[src/rtl/pwm_mod_pkg.sv]
// Shared helpers for the gated PWM generator.
// Derives the counter width from the period so that the top module stays parameter-driven.
package pwm_mod_pkg;

  // Width of the phase counter. A period of 1 still needs one bit.
  function automatic int cnt_width(input int freq);
    return (freq <= 1) ? 1 : $clog2(freq);
  endfunction

endpackage

[src/rtl/pwm_mod.sv]
// Gated PWM generator: while din is high, dout carries DIVIDER_DTY high cycles per
// DIVIDER_FREQ-cycle period; each enable restarts the phase at 0.
module pwm_mod
  import pwm_mod_pkg::*;
#(
  parameter int DIVIDER_FREQ = 10,
  parameter int DIVIDER_DTY  = 3
) (
  input  logic clk,
  input  logic rst,
  input  logic din,
  output logic dout
);

  localparam int CW  = cnt_width(DIVIDER_FREQ);
  localparam int CWP = CW + 1;
  // A high time longer than the period behaves like a full period.
  localparam int DTY_SAT = (DIVIDER_DTY > DIVIDER_FREQ) ? DIVIDER_FREQ : DIVIDER_DTY;
  localparam logic [CW:0] FREQ_M1 = CWP'((DIVIDER_FREQ > 0) ? DIVIDER_FREQ - 1 : 0);
  localparam logic [CW:0] DTY_C   = CWP'((DTY_SAT > 0) ? DTY_SAT : 0);

  if (DIVIDER_FREQ < 1) begin : g_bad_freq
    $error("pwm_mod: DIVIDER_FREQ must be >= 1");
  end

  logic [CW-1:0] r_cnt;
  logic          r_dout;
  logic          w_wrap;
  logic          w_high;

  assign w_wrap = ({1'b0, r_cnt} == FREQ_M1);
  assign w_high = ({1'b0, r_cnt} < DTY_C);

  always_ff @(posedge clk) begin
    if (rst || !din) begin
      r_cnt  <= '0;
      r_dout <= 1'b0;
    end else begin
      r_dout <= w_high;
      r_cnt  <= w_wrap ? '0 : r_cnt + CW'(1);
    end
  end

  assign dout = r_dout;

endmodule

[config.mk]
export PLATFORM = sky130hd
export DESIGN_NAME = pwm_mod
export DESIGN_NICKNAME = d
export VERILOG_FILES = /design/src/rtl/pwm_mod_pkg.sv /design/src/rtl/pwm_mod.sv
export SDC_FILE = /design/constraint.sdc
export NUM_CORES = 1
export LEC_CHECK = 0
export CAP_MARGIN = 20
export CORE_AREA = 3 3 40 42
export CTS_BUF_LIST = sky130_fd_sc_hd__clkbuf_2
export DETAILED_ROUTE_END_ITERATION = 10
export DIE_AREA = 0 0 43 45
export SYNTH_ARGS = -nofsm -noshare
export SYNTH_HDL_FRONTEND = slang
export SYNTH_SLANG_ARGS = --single-unit
export TNS_END_PERCENT = 20
[constraint.sdc]
create_clock -name clk -period 1.2 [get_ports clk]
set_input_delay 0.24 -clock clk [delete_from_list [all_inputs] [get_ports clk]]
set_output_delay 0.24 -clock clk [all_outputs]
set_load 0.01 [all_outputs]
==> out/summary.json, run 1 <==
{
  "run_status": {
    "outcome": "complete, no violations"
  },
  "worst_setup_path": {
    "critical_path.top_delay_family": "flip-flops",
    "worstPathCellList": "ha_1 > nand2_1 > o21ai_2 > nor2_1",
    "timing.critical_path.from_type": "flop",
    "cpMaxStageDelayCell": "sky130_fd_sc_hd__dfxtp_1",
    "worst-setup-path-type": "flop to flop",
    "timing.critical_path.fanout_max": 4,
    "cp-end-kind": "flop",
    "cp_data_required_time_ns": 1.30,
    "worst_ep_arrival_time_ns": 1.12,
    "max_stage_delay_ns": 0.40,
    "critPathBufInv": 0
  },
  "clock_tree": {
    "clock_pin_transition_on_the_worst_setup_and_hold_timing_paths_ns": 0.06,
    "post-cts-setup-buffers": 0,
    "cts_sinks": 5,
    "cts_buffer_depth": 2,
    "cts_root_buf": "sky130_fd_sc_hd__clkbuf_2",
    "tritoncts": "done",
    "cts_inserted_buffers": 3,
    "h-tree-depth": 1,
    "clock_insertion_delay_worst_skew_ns": 0.21
  },
  "cells_and_area": {
    "insertedDiodeCount": 0,
    "finish.utilization_pct": 21.1,
    "final_common_cell": "sky130_fd_sc_hd__dfxtp_1",
    "syn2layout_area_growth_pct": 33.1,
    "stdcell_area_um2": 272,
    "final_net_count": 32,
    "commonest_cells_after_routing_fill_and_taps_aside": "sky130_fd_sc_hd__dfxtp_1, sky130_fd_sc_hd__clkbuf_2, sky130_fd_sc_hd__nor2_1, sky130_fd_sc_hd__ha_1, sky130_fd_sc_hd__clkdlybuf4s50_1",
    "fillCellCount": 146,
    "final_layout_size_suffix_gt1_share_pct": 30.8
  },
  "synthesis": {
    "synth_mux_area_share_pct": 0,
    "synth_warnings": 0,
    "synth.avg_cell_area_um2": 10.7,
    "ys_top_cells_by_area": "sky130_fd_sc_hd__dfxtp_1, sky130_fd_sc_hd__ha_1, sky130_fd_sc_hd__nor2_1",
    "synth_adder_area_share_pct": 12.3,
    "synth_top_area_share_pct": 49.1,
    "synthesis.area_um2": 204,
    "ys_seq_elements": 5,
    "area_fraction_in_compound_gates_after_synthesis_pct": 4.29,
    "syn_nets": 24,
    "fraction_of_the_mapped_netlist_area_in_simple_logic_gates_pct": 23.9,
    "synthesis.instances": 19,
    "ys_seq_area_share_pct": 49.1,
    "synth_cell_types": 12,
    "synthXorXnorAreaFrac_pct": 8.59,
    "synth_top_family_by_area": "simple AND/OR/NAND/NOR gates",
    "synth_area_leader_cell": "sky130_fd_sc_hd__dfxtp_1"
  },
  "timing": {
    "max-slew-margin-rel_pct": 85.5,
    "unrepaired_setup_endpoints_after_global_routing": "no",
    "max_freq_mhz": 981,
    "timing.final.max_slew_violations": 0,
    "final_hold_slack_ns": 0.478,
    "setup_total_negative_slack_ns": 0,
    "timing.clock.skew_ns": 0.00589,
    "worst-slew-pin-transition_ns": 0.214,
    "layout_min_cycle_time_ns": 1.02,
    "hold_viol_final": 0,
    "finalCritPeriodShare_pct": 84.9,
    "final_setup_violating_endpoints": 0
  },
  "drt": {
    "dr.pass1.iters": 1,
    "routed_via_density": 3.44,
    "final_ant_viol_nets": 0,
    "drc_errors": 0,
    "routedWlPerCell_um": 7.68,
    "iteration_0_drc_markers": 0,
    "wl_um": 315,
    "routed-via-count": 141
  },
  "floorplan": {
    "die_h_um": 45,
    "pin_count": 4,
    "die_width_um": 43,
    "num_rows": 13,
    "coreArea_um2": 1280,
    "floorplan.die_area_um2": 1940,
    "starting_density_of_the_core_pct": 15.9
  },
  "place": {
    "numPortBuffers": 3,
    "routabilityCongestion": 0.672,
    "placed_inst_area_um2": 253
  },
  "pwr": {
    "fin_total_pwr_uw": 351,
    "net_switching_power_of_the_design_uw": 78.5,
    "part_of_the_total_power_dissipated_in_combinational_logic_pct": 6.3,
    "power_density_nw_per_um2": 1290,
    "seq_power_share_pct": 50.0,
    "ir_drop_mv": 0.437,
    "design_internal_power_uw": 273,
    "power.static_leakage_nw": 0.108,
    "power.clock.fraction_pct": 43.8,
    "power_switching_share_pct": 22.3
  },
  "global_routing": {
    "globalRouteOverflowTotal": 0,
    "grt_start_max_net_pins": 5,
    "antenna_found_initial": 0,
    "grt_pass1_wl_um": 558,
    "track_usage_pct": 4.68,
    "number_of_global_route_vias_before_repair": 149
  },
  "job": {
    "drv_cap": 0
  },
  "hold_path": {
    "hold_path_class": "flop to flop"
  }
}
## layer usage
metal / vias to the layer above / wire length [µm] / GRT usage, %
li1: 74 / - / -
met1: 61 / 138 / 3.65
met2: 6 / 131 / 6.59
met3: 0 / 46 / 6.37
met4: 0 / 0 / 1.81
met5: - / 0 / 0
## final timing paths
path            start  endpoint  slack, ns  cells after the start
max          r_cnt[0]  r_cnt[2]       0.18                      4
min          r_cnt[3]      dout       0.48                      1
max reg2reg  r_cnt[0]  r_cnt[2]       0.18                      4
min reg2reg  r_cnt[3]      dout       0.48                      1
## flip-flops by register name (all words and copies together) (netlist names)
signal / flops
dout: 1
r_cnt: 4
## kinds of logic after synthesis
logic type                 Yosys count
xor gates and xnor gates             2
buffers and inverters                1
and+or+nand+nor                      8
DFF                                  5
AOI/OAI and AO/OA                    1
adders and majority gates            2
## Yosys cell counts
| cell | count |
|---|---|
| sky130_fd_sc_hd__dfxtp_1 | 5 |
| sky130_fd_sc_hd__nor2_1 | 3 |
| sky130_fd_sc_hd__ha_1 | 2 |
| sky130_fd_sc_hd__inv_1 | 1 |
| sky130_fd_sc_hd__nand2_1 | 1 |
| sky130_fd_sc_hd__nand3_2 | 1 |
| sky130_fd_sc_hd__nor2_2 | 1 |
| sky130_fd_sc_hd__nor2b_2 | 1 |
| sky130_fd_sc_hd__nor4b_1 | 1 |
| sky130_fd_sc_hd__o21ai_2 | 1 |
| sky130_fd_sc_hd__xnor2_1 | 1 |
| sky130_fd_sc_hd__xor2_1 | 1 |
## power by group through the flow
stage / sequential, mW / clock [mW] / combinational [mW]
after floorplan: 0.179 / 0 / 0.0102
after global placement: 0.179 / 0 / 0.0227
after detailed placement: 0.179 / 0 / 0.0230
after CTS: 0.175 / 0.162 / 0.0228
after global routing: 0.176 / 0.177 / 0.0256
final: 0.176 / 0.154 / 0.0220
## final cells by class
type	instances	area, µm²	area share (%)
Sequential cell	5	100	36.9
Multi-Input combinational cell	13	100	36.9
Timing Repair Buffer	3	28.8	10.6
Clock buffer	4	20.0	7.37
Tap cell	15	18.8	6.91
Inverter	1	3.75	1.38
## what timing repair did
action,4_1_cts,5_1_grt
hold buffers,0,0
resized for setup,1,0
hold endpoints to repair,0,0
setup endpoints to repair,1,0
## stage by stage
stage | setup slack (ns) | instances
6_report | 0.181 | 41
2_1_floorplan | 0.283 | 19
5_1_grt | 0.0614 | 41
4_1_cts | 0.165 | 41
3_5_place_dp | 0.0519 | 37
3_3_place_gp | 0.0480 | 37
Note: power is estimated with default switching activity, not from simulation.
==> inputs of run 2 (changes only) <==
Clock period 1.2 ns to 1 ns, I/O delays scaled along.
==> run 2 against run 1 <==
Against the previous run: power is 22% higher; die area did not move; utilization grew 2.6 points; clock skew up 0.00071 ns; cell area up 12%; worst setup slack got worse by 0.13 ns; critical path type unchanged; highest routed layer unchanged.
==> out/summary.json, run 2 (same netlist as run 1, synthesis figures left out) <==
{
  "run_status": {
    "outcome": "complete, no violations"
  },
  "timing": {
    "max-slew-margin-rel": {"value": 83.8, "unit": "%", "change": "-1.7 points"},
    "hold_viol_final": {"value": 0, "change": "unchanged"},
    "finalCritPeriodShare": {"value": 94.8, "unit": "%", "change": "+9.9 points"},
    "setup_total_negative_slack": {"value": 0, "unit": "ns", "change": "unchanged"},
    "timing.final.max_slew_violations": {"value": 0, "change": "unchanged"},
    "timing.clock.skew": {"value": 0.00661, "unit": "ns", "change": "+0.000714 ns"},
    "final_hold_slack": {"value": 0.453, "unit": "ns", "change": "-0.0254 ns"},
    "unrepaired_setup_endpoints_after_global_routing": "yes",
    "layout_min_cycle_time": {"value": 0.948, "unit": "ns", "change": "-0.0714 ns"},
    "worst-slew-pin-transition": {"value": 0.243, "unit": "ns", "change": "+0.0289 ns"},
    "final_setup_violating_endpoints": {"value": 0, "change": "unchanged"},
    "max_freq": {"value": 1050, "unit": "MHz", "change": "+7.5%"}
  },
  "global_routing": {
    "antenna_found_initial": {"value": 0, "change": "unchanged"},
    "grt_pass1_wl": {"value": 558, "unit": "µm", "change": "unchanged"},
    "met3_usage_grt": {"value": 6.37, "unit": "%", "change": "unchanged"},
    "track_usage": {"value": 4.68, "unit": "%", "change": "unchanged"},
    "grt_start_max_net_pins": {"value": 5, "change": "unchanged"},
    "number_of_global_route_vias_before_repair": {"value": 149, "change": "unchanged"},
    "gr-usage-met2": {"value": 6.59, "unit": "%", "change": "unchanged"},
    "gr-max-usage-layer": "met2",
    "use_met1": {"value": 3.65, "unit": "%", "change": "unchanged"},
    "globalRouteOverflowTotal": {"value": 0, "change": "unchanged"}
  },
  "cells_and_area": {
    "syn2layout_area_growth_pct": 49.7,
    "commonest_cells_after_routing_fill_and_taps_aside": "sky130_fd_sc_hd__clkbuf_2, sky130_fd_sc_hd__nor2_1, sky130_fd_sc_hd__dfxtp_1, sky130_fd_sc_hd__clkdlybuf4s50_1",
    "registers.top_by_ff_count": "r_cnt",
    "fillCellCount": {"value": 144, "change": "-1.4%"},
    "final_net_count": {"value": 32, "change": "unchanged"},
    "final_layout_size_suffix_gt1_share": {"value": 50.0, "unit": "%", "change": "+19 points"},
    "insertedDiodeCount": {"value": 0, "change": "unchanged"},
    "final_cells": {"value": 41, "change": "unchanged"},
    "final_common_cell": "sky130_fd_sc_hd__clkbuf_2",
    "finish.utilization": {"value": 23.8, "unit": "%", "change": "+2.6 points"},
    "largest_register_ffs": {"value": 4, "change": "unchanged"}
  },
  "worst_setup_path": {
    "cp-end-kind": "flop",
    "worst-setup-path-type": "flop to flop",
    "cp_data_required_time": {"value": 1.09, "unit": "ns", "change": "-0.21 ns"},
    "timing.critical_path.from_type": "flop",
    "timing.critical_path.fanout_max": {"value": 4, "change": "unchanged"},
    "worst_ep_arrival_time": {"value": 1.04, "unit": "ns", "change": "-0.08 ns"}
  },
  "pwr": {
    "part_of_the_total_power_dissipated_in_combinational_logic": {"value": 7.9, "unit": "%", "change": "+1.6 points"},
    "design_internal_power": {"value": 332, "unit": "µW", "change": "+22%"},
    "net_switching_power_of_the_design": {"value": 96.2, "unit": "µW", "change": "+23%"},
    "power_switching_share": {"value": 22.5, "unit": "%", "change": "+0.15 points"},
    "power_density": {"value": 1400, "unit": "nW/µm²", "change": "+8.3%"},
    "fin_total_pwr": {"value": 428, "unit": "µW", "change": "+22%"},
    "seq_power_share": {"value": 49.4, "unit": "%", "change": "-0.6 points"},
    "ir_drop": {"value": 0.546, "unit": "mV", "change": "+25%"},
    "power.static_leakage": {"value": 0.122, "unit": "nW", "change": "+13%"},
    "power.clock.fraction": {"value": 42.6, "unit": "%", "change": "-1.2 points"}
  },
  "place": {
    "numPortBuffers": {"value": 3, "change": "unchanged"},
    "routabilityCongestion": {"value": 0.672, "change": "unchanged"},
    "dpl.cell_count": {"value": 37, "change": "unchanged"}
  },
  "clock_tree": {
    "tritoncts": "done",
    "cts_buffer_depth": {"value": 2, "change": "unchanged"},
    "clock_insertion_delay_worst_skew": {"value": 0.21, "unit": "ns", "change": "about the same"},
    "cts_sinks": {"value": 5, "change": "unchanged"},
    "cts_root_buf": "sky130_fd_sc_hd__clkbuf_2",
    "clock_pin_transition_on_the_worst_setup_and_hold_timing_paths": {"value": 0.05, "unit": "ns", "change": "about the same"},
    "post-cts-setup-buffers": {"value": 0, "change": "unchanged"},
    "cts_inserted_buffers": {"value": 3, "change": "unchanged"},
    "h-tree-depth": {"value": 1, "change": "unchanged"}
  },
  "floorplan": {
    "coreArea": {"value": 1280, "unit": "µm²", "change": "unchanged"},
    "die_h": {"value": 45, "unit": "µm", "change": "unchanged"},
    "die_width": {"value": 43, "unit": "µm", "change": "unchanged"},
    "floorplan.die_area": {"value": 1940, "unit": "µm²", "change": "unchanged"},
    "pin_count": {"value": 4, "change": "unchanged"},
    "starting_density_of_the_core": {"value": 15.9, "unit": "%", "change": "unchanged"},
    "num_rows": {"value": 13, "change": "unchanged"}
  },
  "drt": {
    "dr.pass1.iters": {"value": 1, "change": "unchanged"},
    "drc_errors": {"value": 0, "change": "unchanged"},
    "routedWlPerCell": {"value": 8.02, "unit": "µm", "change": "+4.4%"},
    "routed-via-count": {"value": 140, "change": "-0.71%"},
    "final_ant_viol_nets": {"value": 0, "change": "unchanged"},
    "routed_via_density": {"value": 3.41, "change": "-0.71%"},
    "wl": {"value": 329, "unit": "µm", "change": "+4.4%"},
    "iteration_0_drc_markers": {"value": 0, "change": "unchanged"}
  },
  "hold_path": {
    "hold_path_class": "flop to flop"
  },
  "job": {
    "drv_cap": {"value": 0, "change": "unchanged"}
  }
}
## run 2: power groups by stage
stage	clock (mW)	combinational, mW	sequential [mW]
floorplan	0	0.0122	0.215
global placement	0	0.0273	0.214
detailed placement	0	0.0276	0.215
CTS	0.194	0.0274	0.211
global route	0.213	0.0391	0.212
finish	0.182	0.0340	0.212
## run 2: routing by layer
layer / wire length [µm] / up-vias
li1: - / 75
met1: 149 / 61
met2: 144 / 4
met3: 35 / 0
met4: 0 / 0
met5: 0 / -
## run 2: final cells by class
class                   count  area (µm²)  area share, %
repair buffers              3        30.0           9.84
clock buffers               4        20.0           6.56
well taps                  15        18.8           6.15
multi-input cells          13         128           41.8
inverters                   1        3.75           1.23
flip-flops and latches      5         105           34.4
## run 2: worst max-delay path: stages, from the launching register on
cell and delay (ns):
sky130_fd_sc_hd__dfxtp_2 0.33, sky130_fd_sc_hd__inv_2 0.06, sky130_fd_sc_hd__ha_4 0.13, sky130_fd_sc_hd__nand2_4 0.05
sky130_fd_sc_hd__o21ai_4 0.19, sky130_fd_sc_hd__nor2_1 0.07
## run 2: final timing paths
| path | start | endpoint | slack, ns | cells after the start |
|---|---|---|---|---|
| max | r_cnt[1] | r_cnt[0] | 0.05 | 5 |
| min | r_cnt[0] | r_cnt[0] | 0.45 | 1 |
| max reg2reg | r_cnt[1] | r_cnt[0] | 0.05 | 5 |
| min reg2reg | r_cnt[0] | r_cnt[0] | 0.45 | 1 |
## run 2: timing repair
action	CTS	global route
endpoints found under the setup margin	5	5
hold buffers	0	0
gates resized for setup	3	8
pin swaps	0	3
## run 2: through the flow
stage	setup WS [ns]	instance area (µm²)
2_1_floorplan	0.0825	204
3_3_place_gp	-0.112	253
3_5_place_dp	-0.108	253
4_1_cts	0.00497	274
5_1_grt	-0.0172	305
6_report	0.0520	305
==> inputs of run 3 (changes only) <==
Settings changed: CORE_AREA 3 3 40 42 to 2 2 39 41, DIE_AREA 0 0 43 45 to 0 0 41 43, PLACE_DENSITY_LB_ADDON set to 0.1.
==> run 3 against run 2 <==
Against the previous run: cell area up 3.7%; worst hold slack worse by 0.0053 ns; critical path depth down 3; sequential share of layout area down 1.2 points; count of clock-buffer cells in the layout unchanged; global-route usage up 1.2 points; non-clock buffer count up 2.
==> out/summary.json, run 3 (same netlist as run 1, synthesis figures left out) <==
{
  "run_status": {
    "outcome": "complete, no violations"
  },
  "clock_tree": {
    "cts_buffer_depth": {"value": 2, "change": "unchanged"},
    "clock_insertion_delay_worst_skew": {"value": 0.21, "unit": "ns", "change": "about the same"},
    "cts-hold-fix-buffers": {"value": 0, "change": "unchanged"},
    "cts_inserted_buffers": {"value": 3, "change": "unchanged"},
    "clock_pin_transition_on_the_worst_setup_and_hold_timing_paths": {"value": 0.06, "unit": "ns", "change": "about the same"},
    "tritoncts": "done",
    "cts_sinks": {"value": 5, "change": "unchanged"},
    "h-tree-depth": {"value": 1, "change": "unchanged"},
    "cts_root_buf": "sky130_fd_sc_hd__clkbuf_2"
  },
  "drt": {
    "routed_via_density": {"value": 3.52, "change": "+3.2%"},
    "final_ant_viol_nets": {"value": 0, "change": "unchanged"},
    "dr.pass1.iters": {"value": 2, "change": "+1"},
    "routed-via-count": {"value": 155, "change": "+11%"},
    "routedWlPerCell": {"value": 8.52, "unit": "µm", "change": "+6.2%"},
    "drc_errors": {"value": 0, "change": "unchanged"},
    "wl": {"value": 375, "unit": "µm", "change": "+14%"},
    "iteration_0_drc_markers": {"value": 2, "change": "+2"}
  },
  "cells_and_area": {
    "syn2layout_area_growth_pct": 55.2,
    "stdcell_area": {"value": 317, "unit": "µm²", "change": "+3.7%"},
    "registers.top_by_ff_count": "r_cnt",
    "final_layout_size_suffix_gt1_share": {"value": 57.1, "unit": "%", "change": "+7.1 points"},
    "insertedDiodeCount": {"value": 0, "change": "unchanged"},
    "commonest_cells_after_routing_fill_and_taps_aside": "sky130_fd_sc_hd__clkbuf_2, sky130_fd_sc_hd__nor2_1, sky130_fd_sc_hd__dfxtp_1, sky130_fd_sc_hd__clkdlybuf4s50_1, sky130_fd_sc_hd__buf_4",
    "largest_register_ffs": {"value": 4, "change": "unchanged"},
    "final_net_count": {"value": 34, "change": "+6.3%"},
    "final_cells": {"value": 44, "change": "+7.3%"},
    "finish.utilization": {"value": 22.9, "unit": "%", "change": "-0.88 points"},
    "final_common_cell": "sky130_fd_sc_hd__clkbuf_2"
  },
  "worst_setup_path": {
    "timing.critical_path.fanout_max": {"value": 4, "change": "unchanged"},
    "cp-end-kind": "flop",
    "timing.critical_path.from_type": "flop",
    "worst-setup-path-type": "flop to flop",
    "cp_data_required_time": {"value": 1.12, "unit": "ns", "change": "+0.03 ns"},
    "worst_ep_arrival_time": {"value": 1.07, "unit": "ns", "change": "+0.03 ns"}
  },
  "timing": {
    "worst-slew-pin-transition": {"value": 0.244, "unit": "ns", "change": "+0.00122 ns"},
    "finalCritPeriodShare": {"value": 95.0, "unit": "%", "change": "+0.23 points"},
    "worst_slack": {"value": 0.0498, "unit": "ns", "change": "-0.00225 ns"},
    "timing.final.max_slew_violations": {"value": 0, "change": "unchanged"},
    "final_setup_violating_endpoints": {"value": 0, "change": "unchanged"},
    "timing.clock.skew": {"value": 0.00604, "unit": "ns", "change": "-0.000566 ns"},
    "hold_viol_final": {"value": 0, "change": "unchanged"},
    "max-slew-margin-rel": {"value": 83.7, "unit": "%", "change": "about the same"},
    "final_hold_slack": {"value": 0.448, "unit": "ns", "change": "-0.00532 ns"},
    "max_freq": {"value": 1050, "unit": "MHz", "change": "-0.24%"},
    "layout_min_cycle_time": {"value": 0.950, "unit": "ns", "change": "+0.00225 ns"},
    "unrepaired_setup_endpoints_after_global_routing": "yes"
  },
  "floorplan": {
    "die_h": {"value": 43, "unit": "µm", "change": "-4.4%"},
    "starting_density_of_the_core": {"value": 14.7, "unit": "%", "change": "-1.1 points"},
    "die_width": {"value": 41, "unit": "µm", "change": "-4.7%"},
    "num_rows": {"value": 14, "change": "+1"},
    "floorplan.die_area": {"value": 1760, "unit": "µm²", "change": "-8.9%"},
    "pin_count": {"value": 4, "change": "unchanged"},
    "coreArea": {"value": 1380, "unit": "µm²", "change": "+7.7%"}
  },
  "place": {
    "routabilityCongestion": {"value": 0.630, "change": "-6.3%"},
    "placed_inst_area": {"value": 262, "unit": "µm²", "change": "+3.5%"},
    "place_ws": {"value": -0.149, "unit": "ns", "change": "-0.0404 ns"},
    "numPortBuffers": {"value": 3, "change": "unchanged"},
    "dpl.cell_count": {"value": 39, "change": "+5.4%"}
  },
  "pwr": {
    "power_density": {"value": 1380, "unit": "nW/µm²", "change": "-1.6%"},
    "ir_drop": {"value": 0.525, "unit": "mV", "change": "-3.9%"},
    "power.static_leakage": {"value": 0.133, "unit": "nW", "change": "+8.9%"}
  },
  "hold_path": {
    "hold_path_class": "flop to flop"
  },
  "global_routing": {
    "number_of_global_route_vias_before_repair": {"value": 164, "change": "+10%"},
    "grt_pass1_wl": {"value": 607, "unit": "µm", "change": "+8.8%"},
    "grt_start_max_net_pins": {"value": 5, "change": "unchanged"},
    "globalRouteOverflowTotal": {"value": 0, "change": "unchanged"},
    "track_usage": {"value": 5.83, "unit": "%", "change": "+1.2 points"},
    "antenna_found_initial": {"value": 0, "change": "unchanged"}
  },
  "job": {
    "drv_cap": {"value": 0, "change": "unchanged"}
  }
}
-- run 3: cell count changes in the layout (fill, tap and decap cells not counted) --
cell,before,now
sky130_fd_sc_hd__clkbuf_2,4,5
sky130_fd_sc_hd__clkdlybuf4s15_1,1,0
sky130_fd_sc_hd__buf_4,0,2
-- run 3: per-layer routing --
metal  track usage, %  wire length [µm]
met1             5.16               135
met2             7.50               186
met3             7.85                53
met4             2.00                 0
met5                0                 0
-- run 3: per-stage QoR --
step,setup TNS (ns),power [mW]
floorplan,0,0.227
global placement,-0.430,0.246
detailed placement,-0.479,0.246
CTS,0,0.442
global route,-0.00464,0.470
finish,0,0.436
-- run 3: final cells by class --
cell class	instances	area [µm²]
sequential	5	105
fill	159	1070
inverter	1	3.75
tap	16	20.0
timing repair buffer	5	40.0
multi-input combinational	13	128
clock buffer	4	20.0
-- run 3: worst paths after layout --
path,from,end,slack (ns),cells past startpoint
worst max-delay path,r_cnt[0],dout,0.05,2
worst min-delay path,r_cnt[0],r_cnt[0],0.45,1
worst max register to register,r_cnt[0],dout,0.05,2
worst min register to register,r_cnt[0],r_cnt[0],0.45,1
-- run 3: what timing repair did --
item,4_1_cts,5_1_grt
gates resized for setup,2,10
setup endpoints to repair,3,5
pin swaps,0,3
setup buffers,0,1
-- run 3: where the power goes --
| group | leakage, nW | total, mW | internal (mW) | switching (mW) |
|---|---|---|---|---|
| clock | 0.0166 | 0.188 | 0.106 | 0.0818 |
| sequential | 0.0419 | 0.210 | 0.205 | 0.00559 |
| combinational | 0.0741 | 0.0382 | 0.0236 | 0.0146 |
-- run 3: worst max-delay path: stages (launching register included) --
cell,delay [ns]
sky130_fd_sc_hd__dfxtp_4,0.36
sky130_fd_sc_hd__ha_1,0.22
sky130_fd_sc_hd__nor4b_1,0.28
